--- src/rtl/segre_if_stage.sv ---
// Instruction fetch stage: single outstanding fetch, one-entry skid buffer, redirect and bubbles.
// Optional SEGRE_IF_FINISH_HALT_EN stops fetching after the end-of-test instruction is delivered.
module segre_if_stage #(
    parameter int unsigned          WORD_SIZE = 32,
    parameter int unsigned          ADDR_SIZE = 32,
    parameter logic [ADDR_SIZE-1:0] BOOT_ADDR = '0,
    parameter logic [WORD_SIZE-1:0] NOP_INSTR = WORD_SIZE'(32'h0000_0013)
) (
    input  logic                 clk_i,
    input  logic                 rsn_i,
    input  logic                 block_if_i,
    input  logic                 inject_nops_i,
    input  logic                 tkbr_i,
    input  logic [ADDR_SIZE-1:0] new_pc_i,
    output logic                 mem_rd_o,
    output logic [ADDR_SIZE-1:0] mem_addr_o,
    input  logic                 mem_ready_i,
    input  logic [WORD_SIZE-1:0] mem_rdata_i,
    output logic [WORD_SIZE-1:0] instr_o,
    output logic [ADDR_SIZE-1:0] pc_o,
    output logic                 valid_if_o,
    output logic                 halted_o
);

`ifdef SEGRE_IF_FINISH_HALT_EN
    localparam logic [WORD_SIZE-1:0] HaltInstr = WORD_SIZE'(32'hfff0_1073);
    typedef enum logic [1:0] {StReq, StFull, StHalt} state_e;
`else
    typedef enum logic [1:0] {StReq, StFull} state_e;
`endif

    state_e                 state_q, state_d;
    logic [ADDR_SIZE-1:0]   fetch_pc_q, fetch_pc_d;
    logic [WORD_SIZE-1:0]   instr_q, instr_d;
    logic [ADDR_SIZE-1:0]   pc_q, pc_d;
    logic                   valid_q, valid_d;
    logic [WORD_SIZE-1:0]   instr_b_q, instr_b_d;
    logic [ADDR_SIZE-1:0]   pc_b_q, pc_b_d;

    logic                   out_free;
    logic                   load_out;
    logic [WORD_SIZE-1:0]   ld_instr;
    logic [ADDR_SIZE-1:0]   ld_pc;
    logic                   unused_new_pc;

    assign out_free      = !block_if_i && !inject_nops_i;
    assign unused_new_pc = ^new_pc_i[1:0];

    always_ff @(posedge clk_i) begin
        if (rsn_i) begin
            state_q    <= StReq;
            fetch_pc_q <= BOOT_ADDR;
            instr_q    <= NOP_INSTR;
            pc_q       <= BOOT_ADDR - ADDR_SIZE'(4);
            valid_q    <= 1'b0;
            instr_b_q  <= NOP_INSTR;
            pc_b_q     <= BOOT_ADDR;
        end else begin
            state_q    <= state_d;
            fetch_pc_q <= fetch_pc_d;
            instr_q    <= instr_d;
            pc_q       <= pc_d;
            valid_q    <= valid_d;
            instr_b_q  <= instr_b_d;
            pc_b_q     <= pc_b_d;
        end
    end

    always_comb begin
        state_d    = state_q;
        fetch_pc_d = fetch_pc_q;
        instr_d    = instr_q;
        pc_d       = pc_q;
        valid_d    = valid_q;
        instr_b_d  = instr_b_q;
        pc_b_d     = pc_b_q;
        load_out   = 1'b0;
        ld_instr   = mem_rdata_i;
        ld_pc      = fetch_pc_q;

        if (tkbr_i) begin
            // Redirect drops any response accepted this cycle and the buffered entry.
            fetch_pc_d = {new_pc_i[ADDR_SIZE-1:2], 2'b00};
            state_d    = StReq;
            instr_d    = NOP_INSTR;
            valid_d    = 1'b0;
        end else begin
            case (state_q)
                StReq: begin
                    if (mem_ready_i) begin
                        fetch_pc_d = fetch_pc_q + ADDR_SIZE'(4);
                        if (out_free) begin
                            load_out = 1'b1;
                        end else begin
                            instr_b_d = mem_rdata_i;
                            pc_b_d    = fetch_pc_q;
                            state_d   = StFull;
                        end
                    end
                end
                StFull: begin
                    if (out_free) begin
                        load_out = 1'b1;
                        ld_instr = instr_b_q;
                        ld_pc    = pc_b_q;
                        state_d  = StReq;
                    end
                end
                default: ;
            endcase

            if (load_out) begin
                instr_d = ld_instr;
                pc_d    = ld_pc;
                valid_d = 1'b1;
`ifdef SEGRE_IF_FINISH_HALT_EN
                if (ld_instr == HaltInstr) begin
                    state_d = StHalt;
                end
`endif
            end else if (inject_nops_i || !block_if_i) begin
                instr_d = NOP_INSTR;
                valid_d = 1'b0;
            end
        end
    end

    always_comb begin
        mem_rd_o   = !rsn_i && (state_q == StReq);
        mem_addr_o = fetch_pc_q;
`ifdef SEGRE_IF_FINISH_HALT_EN
        halted_o   = (state_q == StHalt);
`else
        halted_o   = 1'b0;
`endif
    end

    assign instr_o    = instr_q;
    assign pc_o       = pc_q;
    assign valid_if_o = valid_q;

endmodule

--- config.mk ---
export PLATFORM = sky130hd
export DESIGN_NAME = segre_if_stage
export DESIGN_NICKNAME = d
export VERILOG_FILES = /design/src/rtl/segre_if_stage.sv
export SDC_FILE = /design/constraint.sdc
export NUM_CORES = 1
export LEC_CHECK = 0
export ABC_AREA = 1
export CELL_PAD_IN_SITES_DETAIL_PLACEMENT = 1
export CELL_PAD_IN_SITES_GLOBAL_PLACEMENT = 1
export CORE_MARGIN = 5
export CORE_UTILIZATION = 44
export CTS_CLUSTER_DIAMETER = 30
export DETAILED_ROUTE_END_ITERATION = 10
export DONT_BUFFER_PORTS = 1
export PLACE_DENSITY_LB_ADDON = 0.1
export SYNTH_ARGS = -nofsm -noshare
export SYNTH_HDL_FRONTEND = slang
export SYNTH_SLANG_ARGS = --single-unit
--- constraint.sdc ---
create_clock -name clk_i -period 1.8 [get_ports clk_i]
set_input_delay 0.27 -clock clk_i [delete_from_list [all_inputs] [get_ports clk_i]]
set_output_delay 0.27 -clock clk_i [all_outputs]
set_load 0.1 [all_outputs]
==> results of run 1 <==
logic make-up (layout without fill, tap and decap cells):
logic type               count (synthesis)  in the layout  synth area share (%)
flip-flops                             160            160                  43.9
AO/OA/AOI/OAI                          250            250                  18.4
adder cells (fa/ha/maj)                  1              1                 0.172
AND/OR/NAND/NOR                        511            511                  28.9
buffers and inverters                  150            262                  8.49
other                                    1              3                0.0514
state kept, by name, summed over array words and instances, names as in the netlist:
name,count
valid_if_o,1
state_q,1
instr_o,32
instr_b_q,32
pc_o,32
pc_b_q,32
mem_addr_o,30
worst paths after layout:
kind | from | to | slack, ns | cells past startpoint
max reg2reg | mem_addr_o[3] | mem_addr_o[30] | 0.13 | 10
min | mem_rdata_i[11] | instr_b_q[11] | 0.009 | 2
min reg2reg | pc_b_q[16] | pc_b_q[16] | 0.45 | 2
max | state_q[0] | mem_rd_o | 0.08 | 4
synth_stat cells (2+ instances only):
library cell               count  area share [%]
sky130_fd_sc_hd__a21oi_1      99             6.8
sky130_fd_sc_hd__a22oi_1       6            0.62
sky130_fd_sc_hd__a31oi_1       5            0.43
sky130_fd_sc_hd__and2_1        2            0.17
sky130_fd_sc_hd__buf_1         4            0.21
sky130_fd_sc_hd__buf_2        28             1.9
sky130_fd_sc_hd__buf_4         3            0.31
sky130_fd_sc_hd__clkbuf_1     31             1.6
sky130_fd_sc_hd__dfxtp_1     160              44
sky130_fd_sc_hd__inv_1        75             3.9
sky130_fd_sc_hd__inv_2         6            0.31
sky130_fd_sc_hd__nand2_1     264              14
sky130_fd_sc_hd__nand2_2       3            0.26
sky130_fd_sc_hd__nand3_1      71             4.9
sky130_fd_sc_hd__nor2_1      149             7.7
sky130_fd_sc_hd__nor2_2        3            0.26
sky130_fd_sc_hd__nor2_4        6            0.93
sky130_fd_sc_hd__nor3_1        9            0.62
sky130_fd_sc_hd__o211ai_1     20             2.1
sky130_fd_sc_hd__o21a_1        2            0.21
sky130_fd_sc_hd__o21ai_0      76             5.2
sky130_fd_sc_hd__o21ai_1      36             2.5
sky130_fd_sc_hd__o22ai_1       2            0.17
through the flow:
stage	std cells	total power [mW]	instance area, sq um
2_1_floorplan	1075	5.08	7340
3_3_place_gp	1345	5.40	8260
3_5_place_dp	1345	5.44	8260
4_1_cts	1407	9.11	9150
5_1_grt	1407	9.39	9170
6_report	1407	9.04	9170
power by group through the flow:
stage          Combinational [mW]  Clock, mW  Sequential, mW
2_1_floorplan               0.570          0            4.51
3_3_place_gp                 1.48          0            3.92
3_5_place_dp                 1.51          0            3.93
4_1_cts                      1.59       3.67            3.85
5_1_grt                      1.70       3.82            3.87
6_report                     1.58       3.61            3.85
critical path, stage by stage (launching register included):
cell and delay, ns:
sky130_fd_sc_hd__dfxtp_1 0.34, sky130_fd_sc_hd__buf_4 0.16, sky130_fd_sc_hd__buf_6 0.17, sky130_fd_sc_hd__nor2_2 0.16, sky130_fd_sc_hd__buf_12 0.19
cells in the final DEF, fill, tap and decap left out, types with 8 or more instances in the layout:
cell                            instances
sky130_fd_sc_hd__clkbuf_16             17
sky130_fd_sc_hd__inv_1                 75
sky130_fd_sc_hd__dlygate4sd3_1         30
sky130_fd_sc_hd__dfxtp_2               25
sky130_fd_sc_hd__o21ai_0               76
sky130_fd_sc_hd__nand2_1              264
sky130_fd_sc_hd__nand3_1               71
sky130_fd_sc_hd__nor3_1                 8
sky130_fd_sc_hd__buf_4                111
sky130_fd_sc_hd__o21ai_1               36
sky130_fd_sc_hd__dfxtp_1              133
sky130_fd_sc_hd__a21oi_1               99
sky130_fd_sc_hd__nor2_2                 8
sky130_fd_sc_hd__nor2_1               143
sky130_fd_sc_hd__o211ai_1              20
repair_timing:
item / CTS / global route
endpoints found under the setup margin: 0 / 8
hold buffers: 30 / 0
endpoints found under the hold margin: 50 / 0
resized for setup: 0 / 6
layer usage:
metal / global-route usage [%] / vias to the layer above / wire [um] / part of all wire [%]
li1: - / 3697 / - / -
met1: 33.5 / 3536 / 11000 / 45
met2: 41.4 / 179 / 11500 / 47
met3: 5.31 / 34 / 1380 / 5.6
met4: 7.52 / 0 / 478 / 2.0
met5: 0 / - / 0 / 0
final cells by class:
| cell class | count | area (sq um) |
|---|---|---|
| clock buffers | 20 | 447 |
| clock inverters | 12 | 138 |
| fillers | 2145 | 7240 |
| inverters | 83 | 314 |
| multi-input cells | 765 | 3510 |
| flip-flops and latches | 160 | 3240 |
| well taps | 220 | 275 |
| repair buffers | 147 | 1240 |
==> results.toml, run 1 <==
[drt]
drtAntennaViolNets = 0
num_vias = 7446
drt_drc_violations_left = 0
route.detailed.wl_per_inst_um = 17.3
drt_pre_antenna_iters = 5
first_iter_violations = 497
drt-vias-per-instance = 5.29
wirelength_um = 24400

[cts]
path_clk_slew_ns = 0.07
clk_path_buf_depth = 2
clock_tree.root_cell = "sky130_fd_sc_hd__clkbuf_16"
buffers_inserted_by_post_cts_timing_repair = 0
later_pin_clock_latency_in_the_skew_report_ns = 0.42
tritoncts_sinks = 160
h-tree-depth = 4
numCtsBuffers = 17
tritoncts = "yes"

[sta]
fin_skew_ns = 0.00720
max-slew-margin-rel_pct = 28.7
timing.setup.tns_ns = 0
grt_setup_unrepaired = "no"
report.final.slew_viol_count = 0
hold_viol = 0
finalHoldWorstSlack_ns = 0.00873
fin_ws_ns = 0.0796
setup_viol = 0
post-route-period-util_pct = 95.6
achievable-frequency_mhz = 581
layout_min_cycle_time_ns = 1.72
worst-slew-pin-transition_ns = 1.07

[floorplan]
pin_count = 169
placement_rows = 47
die_y_um = 139
dieWidth_um = 139
floorplan.die_area_sq_mm = 0.0192
floorplan.initialDensity_pct = 44.4
floorplan.core_area_sq_mm = 0.0164

[global_route]
via_count_of_the_first_global_routing_pass = 7584
global_route_wire_length_before_repair_um = 40100
grt-ovfl-total = 0
antenna_found_initial = 0
maximum_number_of_pins_on_one_net_before_global_route_repair = 70
grt_use_total_pct = 25.2

[pwr]
share_comb_of_total_power_pct = 17.5
reported_net_switching_power_mw = 2.84
power_per_cell_area_mw_per_mm2 = 986
flop_pwr_share_pct = 42.6
switching_share_pct = 31.4
power.share.clock_pct = 39.9
cellLeakagePower_nw = 3.77
cell_internal_pwr_mw = 6.20
ir_worst_vdd_mv = 0.701

[synth]
syn-mean-instance-area_sq_um = 6.79
synth_flop_cell = "sky130_fd_sc_hd__dfxtp_1"
yosys_register_bits = 160
synthCells = 1073
synth.lib_cells_used.distinct = 36
yosys_warnings = 0
synth_edf_count = 0
syn_area_sq_mm = 0.00729
synth.yosys.seq_area_share_pct = 43.9
asyncSetResetFlopFracSynth_pct = 0

[placed_design]
detailed_place_hpwl_um = 16400
placement.io_buffers = 0
place_ws_ns = 0.148
routabilityCongestion = 0.831

[final_layout]
antenna_cells = 0
syn2layout_area_growth_pct = 25.7
post_route_cells_drive_above_1_share_pct = 17.1
final_core_utilization_pct = 55.9
final_nets = 1245

[min_path]
worst_hold_path_class = "input port to flip-flop"

[worst_setup_path]
endpoint_kind = "primary output"
worstPathMaxFanout = 19
worstPathArrival_ns = 1.45
cp.required_ns = 1.53
critPathKind = "flip-flop to primary output"
critical_path.startpoint_type = "flip-flop"

[run_status]
outcome = "complete, no violations"

[run]
drv.max_cap_violation_count = 0
(Power assumes the default switching activity.)
==> inputs of run 2 (changes only) <==
Settings changed: SETUP_SLACK_MARGIN from default to 0.15.
==> run 2 against run 1 <==
The run now ends with hold timing left. First-iteration DRC count is 1.6% higher. Sequential power hardly changed. Clock power is 2% higher. Clock skew is 0.0018 ns higher.
==> results.toml, run 2 (same netlist as run 1, synthesis figures left out) <==
[pwr]
ir_worst_vdd_mv = 0.713
switching_share_pct = 31.2
power_per_cell_area_mw_per_mm2 = 963
cellLeakagePower_nw = 3.97
reported_net_switching_power_mw = 2.89
flop_pwr_share_pct = 41.7
share_comb_of_total_power_pct = 18.5
cell_internal_pwr_mw = 6.36
power.share.clock_pct = 39.9

[cts]
tritoncts = "yes"
later_pin_clock_latency_in_the_skew_report_ns = 0.43
tritoncts_sinks = 160
path_clk_slew_ns = 0.07
clk_path_buf_depth = 2
clock_tree.root_cell = "sky130_fd_sc_hd__clkbuf_16"
holdBufCountCts = 27
h-tree-depth = 4
numCtsBuffers = 17

[sta]
fin_ws_ns = 0.0449
fin_skew_ns = 0.00900
report.final.slew_viol_count = 0
setup_viol = 0
achievable-frequency_mhz = 570
layout_min_cycle_time_ns = 1.76
post-route-period-util_pct = 97.5
hold_viol = 25
finalHoldWorstSlack_ns = -0.0989
grt_setup_unrepaired = "yes"

[drt]
drt-vias-per-instance = 5.45
drt_drc_violations_left = 0
drt_pre_antenna_iters = 5
drtAntennaViolNets = 0
wirelength_um = 27400
num_vias = 7780
route.detailed.wl_per_inst_um = 19.2
first_iter_violations = 505

[worst_setup_path]
crit_path_cell_trace = "inv_4 -> nand2_4 -> nor2_4 -> clkinv_4 -> nor2_4 -> clkinv_8 -> buf_16 -> o21ai_1 -> a21oi_1"
crit_slowest_cell = "sky130_fd_sc_hd__dfxtp_4"
critPathKind = "flip-flop to flip-flop"
worst_r2r_startpoint = "state_q[0]"
most_frequent_cell_on_the_critical_path = "sky130_fd_sc_hd__nor2_4"
cp.required_ns = 2.11
endpoint_kind = "flip-flop"
worstPathMaxFanout = 10
worstPathArrival_ns = 2.06
delay_of_the_slowest_cell_on_the_worst_path_ns = 0.36
worst_r2r_path_depth = 9
timing.reg2reg.setup_slack_ns = 0.04
worst_r2r_endpoint = "pc_b_q[22]"
critical_path.startpoint_type = "flip-flop"

[floorplan]
floorplan.core_area_sq_mm = 0.0164
die_y_um = 139
placement_rows = 47
pin_count = 169
floorplan.die_area_sq_mm = 0.0192
dieWidth_um = 139
floorplan.initialDensity_pct = 44.4

[run_status]
outcome = "finished with violations"
failed_checks = "hold timing"

[final_layout]
final_nets = 1267
multi_input_comb_area_sq_mm = 0.00358
highest_count_cells_in_the_layout_ignoring_fill_and_taps = "sky130_fd_sc_hd__nand2_1, sky130_fd_sc_hd__nor2_1, sky130_fd_sc_hd__dfxtp_1, sky130_fd_sc_hd__buf_4, sky130_fd_sc_hd__a21oi_1"
post_route_cells_drive_above_1_share_pct = 20.3
ff_latch_area_sq_mm = 0.00328
final_design_area_no_fill_sq_mm = 0.00960
fill_count = 2083
layout_commonest_cell = "sky130_fd_sc_hd__nand2_1"
antenna_cells = 0
syn2layout_area_growth_pct = 31.7

[placed_design]
placement.io_buffers = 0
place_ws_ns = 0.0569
detailed_place_hpwl_um = 17000
place_area_sq_mm = 0.00838
routabilityCongestion = 0.891

[global_route]
grt_use_total_pct = 25.3
antenna_found_initial = 0
maximum_number_of_pins_on_one_net_before_global_route_repair = 66
via_count_of_the_first_global_routing_pass = 7759
grt-ovfl-total = 0
global_route_wire_length_before_repair_um = 40000

[min_path]
worst_hold_path_class = "input port to flip-flop"
hold_path_end = "mem_addr_o[27]"
worst_hold_path.num_cells = 1
holdCritStartpoint = "rsn_i"

[run]
drv.max_cap_violation_count = 0
-- run 2: cell count changes in the layout (fill, tap and decap cells not counted), moves of 3 or more --
cell,change
sky130_fd_sc_hd__inv_4,+3
sky130_fd_sc_hd__dlygate4sd3_1,-3
sky130_fd_sc_hd__dfxtp_4,+13
sky130_fd_sc_hd__inv_2,-3
sky130_fd_sc_hd__buf_4,+14
sky130_fd_sc_hd__clkinvlp_4,-4
sky130_fd_sc_hd__dfxtp_1,-3
sky130_fd_sc_hd__o21ai_1,-3
sky130_fd_sc_hd__dfxtp_2,-10
sky130_fd_sc_hd__inv_6,+3
sky130_fd_sc_hd__nor2_1,-3
sky130_fd_sc_hd__o21ai_0,-7
sky130_fd_sc_hd__clkbuf_16,+6
sky130_fd_sc_hd__o21ai_2,+10
-- run 2: how the worst max path moves through the flow --
stage / from / endpoint / slack (ns) / depth (start not counted)
5_1_grt: state_q[0] / pc_b_q[22] / -0.03 / 9
3_3_place_gp: state_q[0] / pc_b_q[21] / 0.18 / 9
3_5_place_dp: state_q[0] / pc_b_q[22] / 0.06 / 9
4_1_cts: state_q[0] / instr_b_q[22] / 0.15 / 8
6_report: state_q[0] / pc_b_q[22] / 0.04 / 9
2_1_floorplan: state_q[0] / mem_rd_o / 0.15 / 2
-- run 2: per-layer routing --
metal	share of wire, %	track usage [%]	up-vias	routed length (um)
li1	-	-	3742	-
met1	44	32.4	3773	12100
met2	48	42.1	216	13200
met3	5.3	5.93	49	1450
met4	2.5	8.91	0	673
met5	0	0	-	0
-- run 2: area by class of cell --
| cell class | instances | share of cell area, % |
|---|---|---|
| Inverter | 83 | 3.48 |
| Multi-Input combinational cell | 765 | 37.3 |
| Timing Repair Buffer | 168 | 16.0 |
| Timing Repair inverter | 1 | 0.0912 |
| Clock buffer | 22 | 5.06 |
| Clock inverter | 8 | 1.04 |
| Tap cell | 220 | 2.87 |
| Sequential cell | 160 | 34.1 |
-- run 2: power groups by stage --
stage | clock [mW] | combinational (mW) | sequential [mW]
floorplan | 0 | 0.571 | 4.51
global placement | 0 | 1.49 | 3.91
detailed placement | 0 | 1.52 | 3.92
CTS | 3.74 | 1.59 | 3.85
global route | 3.87 | 1.81 | 3.87
finish | 3.69 | 1.71 | 3.85
-- run 2: timing repair --
item,CTS,global route
gates cloned,0,8
resized for setup,2,47
setup endpoints to repair,39,78
endpoints found under the hold margin,51,24
pin swaps,0,6
buffers inserted,0,9
-- run 2: per-stage QoR --
stage                     TNS [ns]  utilization [%]  std cells  hold slack [ns]  total power [mW]
after floorplan                  0                -       1075            0.394              5.08
after global placement           0             51.1       1353            0.337              5.41
after detailed placement         0             51.1       1353            0.339              5.44
after CTS                        0             56.3       1410           -0.118              9.17
after global routing       -0.0356             58.5       1427           -0.114              9.55
final                            0             58.5       1427          -0.0989              9.25
-- run 2: critical path: cells and delay by family, from the launching register on --
kind	cells	cell delay, ns
and+or+nand+nor	3	0.51
AOI/OAI and AO/OA	2	0.28
DFF	1	0.36
buffers and inverters	4	0.47
==> inputs of run 3 (changes only) <==
Settings changed: SETUP_SLACK_MARGIN 0.15 to 0.2.
==> run 3 against run 2 <==
The flow now finishes without violations. Hold slack gained 0.11 ns. Total power is 1.1% lower. Core utilization shrank 0.37 points. Global-route usage decreased by 0.089 points. Final cell count down 0.28%. Combinational power is essentially flat. Sequential share of layout area is 0.35 points higher. Clock skew hardly changed. Largest power group unchanged. Highest routed layer unchanged.
==> results.toml, run 3 (same netlist as run 1, synthesis figures left out) <==
[run]
drv.max_cap_violation_count = 0

[worst_setup_path]
worst_r2r_path_depth = 8
crit_slowest_cell = "sky130_fd_sc_hd__dfxtp_4"
worstPathArrival_ns = 1.91
cp.required_ns = 2.10
timing.reg2reg.setup_slack_ns = 0.20
delay_of_the_slowest_cell_on_the_worst_path_ns = 0.37
endpoint_kind = "flip-flop"
worst_r2r_startpoint = "mem_addr_o[4]"
worst_setup_path_startpoint = "mem_addr_o[4]"
crit_path_cell_trace = "nand2_1 -> nor2_4 -> nand2_1 -> nor2_1 -> buf_4 -> nand2_1 -> nand3_1 -> a21oi_1"
worst_path_dominant_cell_family = "simple AND/OR/NAND/NOR gates"
most_frequent_cell_on_the_critical_path = "sky130_fd_sc_hd__nand2_1"
worstPathMaxFanout = 6
critical_path_cell_count = 8
critical_path.startpoint_type = "flip-flop"
cp.buffers_inverters = 1
critPathKind = "flip-flop to flip-flop"

[sta]
report.final.slew_viol_count = 0
achievable-frequency_mhz = 624
setup_viol = 0
timing.setup.tns_ns = 0
layout_min_cycle_time_ns = 1.60
hold_viol = 0
grt_setup_unrepaired = "yes"
fin_ws_ns = 0.197
post-route-period-util_pct = 89.1
fin_skew_ns = 0.00852
finalHoldWorstSlack_ns = 0.00962

[global_route]
via_count_of_the_first_global_routing_pass = 7669
antenna_found_initial = 0
grt-ovfl-total = 0
global_route_wire_length_before_repair_um = 40100
maximum_number_of_pins_on_one_net_before_global_route_repair = 59
grt_use_total_pct = 25.3

[floorplan]
placement_rows = 47
floorplan.die_area_sq_mm = 0.0192
dieWidth_um = 139
floorplan.core_area_sq_mm = 0.0164
pin_count = 169
die_y_um = 139
floorplan.initialDensity_pct = 44.4

[run_status]
outcome = "complete, no violations"

[pwr]
ir_worst_vdd_mv = 0.688
cellLeakagePower_nw = 3.94
fin_total_pwr_mw = 9.15
power_per_cell_area_mw_per_mm2 = 959

[cts]
path_clk_slew_ns = 0.06
tritoncts = "yes"
h-tree-depth = 4
clock_tree.root_cell = "sky130_fd_sc_hd__clkbuf_16"
numCtsBuffers = 17
later_pin_clock_latency_in_the_skew_report_ns = 0.42
tritoncts_sinks = 160
clk_path_buf_depth = 2

[final_layout]
layout_commonest_cell = "sky130_fd_sc_hd__nand2_1"
antenna_cells = 0
finish.cell_count_without_fillers = 1423
final_core_utilization_pct = 58.1
final_design_area_no_fill_sq_mm = 0.00954
syn2layout_area_growth_pct = 30.9
final_nets = 1261
post_route_cells_drive_above_1_share_pct = 19.1
highest_count_cells_in_the_layout_ignoring_fill_and_taps = "sky130_fd_sc_hd__nand2_1, sky130_fd_sc_hd__nor2_1, sky130_fd_sc_hd__dfxtp_1, sky130_fd_sc_hd__buf_4, sky130_fd_sc_hd__a21oi_1"

[drt]
drt_drc_violations_left = 0
num_vias = 7711
wirelength_um = 26100
drt_pre_antenna_iters = 5
first_iter_violations = 540
drt-vias-per-instance = 5.42
route.detailed.wl_per_inst_um = 18.4
drtAntennaViolNets = 0

[placed_design]
placement.io_buffers = 0
detailed_place_hpwl_um = 16400
place_ws_ns = 0.112
routabilityCongestion = 0.873
dp.cells = 1345
place_area_sq_mm = 0.00835

[min_path]
worst_hold_path_class = "input port to flip-flop"
worst_hold_path.num_cells = 2
holdCritStartpoint = "mem_rdata_i[3]"
## run 3: cell count changes in the layout (fill, tap and decap cells not counted), sizes merged
cell         change
dlygate4sd3      +5
clkinv           +2
buf              -9
clkinvlp         +1
inv              +1
clkbuf           -4
## run 3: layout make-up
class                           count  area (sq um)
Inverter                           83           329
Multi-Input combinational cell    765          3580
Fill cell                        2091          6870
Timing Repair Buffer              163          1480
Tap cell                          220           275
Clock buffer                       19           433
Clock inverter                     13           151
Sequential cell                   160          3290
## run 3: final timing paths
path | to
setup / recovery | mem_addr_o[13]
hold / removal | instr_b_q[3]
setup reg to reg | mem_addr_o[13]
hold reg to reg | pc_b_q[15]
## run 3: worst reg2reg max path: cells and delay by family (launching register included)
family	cells	cell delay [ns]
buf+inv	1	0.19
flops	1	0.37
compound gates	1	0.07
simple gates	6	0.85
## run 3: layer usage
layer / global-route usage [%] / up-vias / wire length (um)
met5: 0 / - / 0
met4: 6.90 / 0 / 645
met3: 6.21 / 55 / 1480
met2: 41.0 / 218 / 12000
met1: 33.7 / 3703 / 12000
li1: - / 3735 / -
## run 3: power breakdown
| group | total (mW) | switching [mW] | internal, mW |
|---|---|---|---|
| logic | 1.68 | 1.24 | 0.441 |
| registers | 3.84 | 0.134 | 3.71 |
| clock network | 3.62 | 1.55 | 2.07 |
## run 3: timing repair
item                                   CTS  global route
setup endpoints to repair               75           105
hold buffers                            33             0
resized for setup                        4            31
pin swaps                                1             8
buffers inserted                         1             8
gates cloned                             0             4
endpoints found under the hold margin   56             0
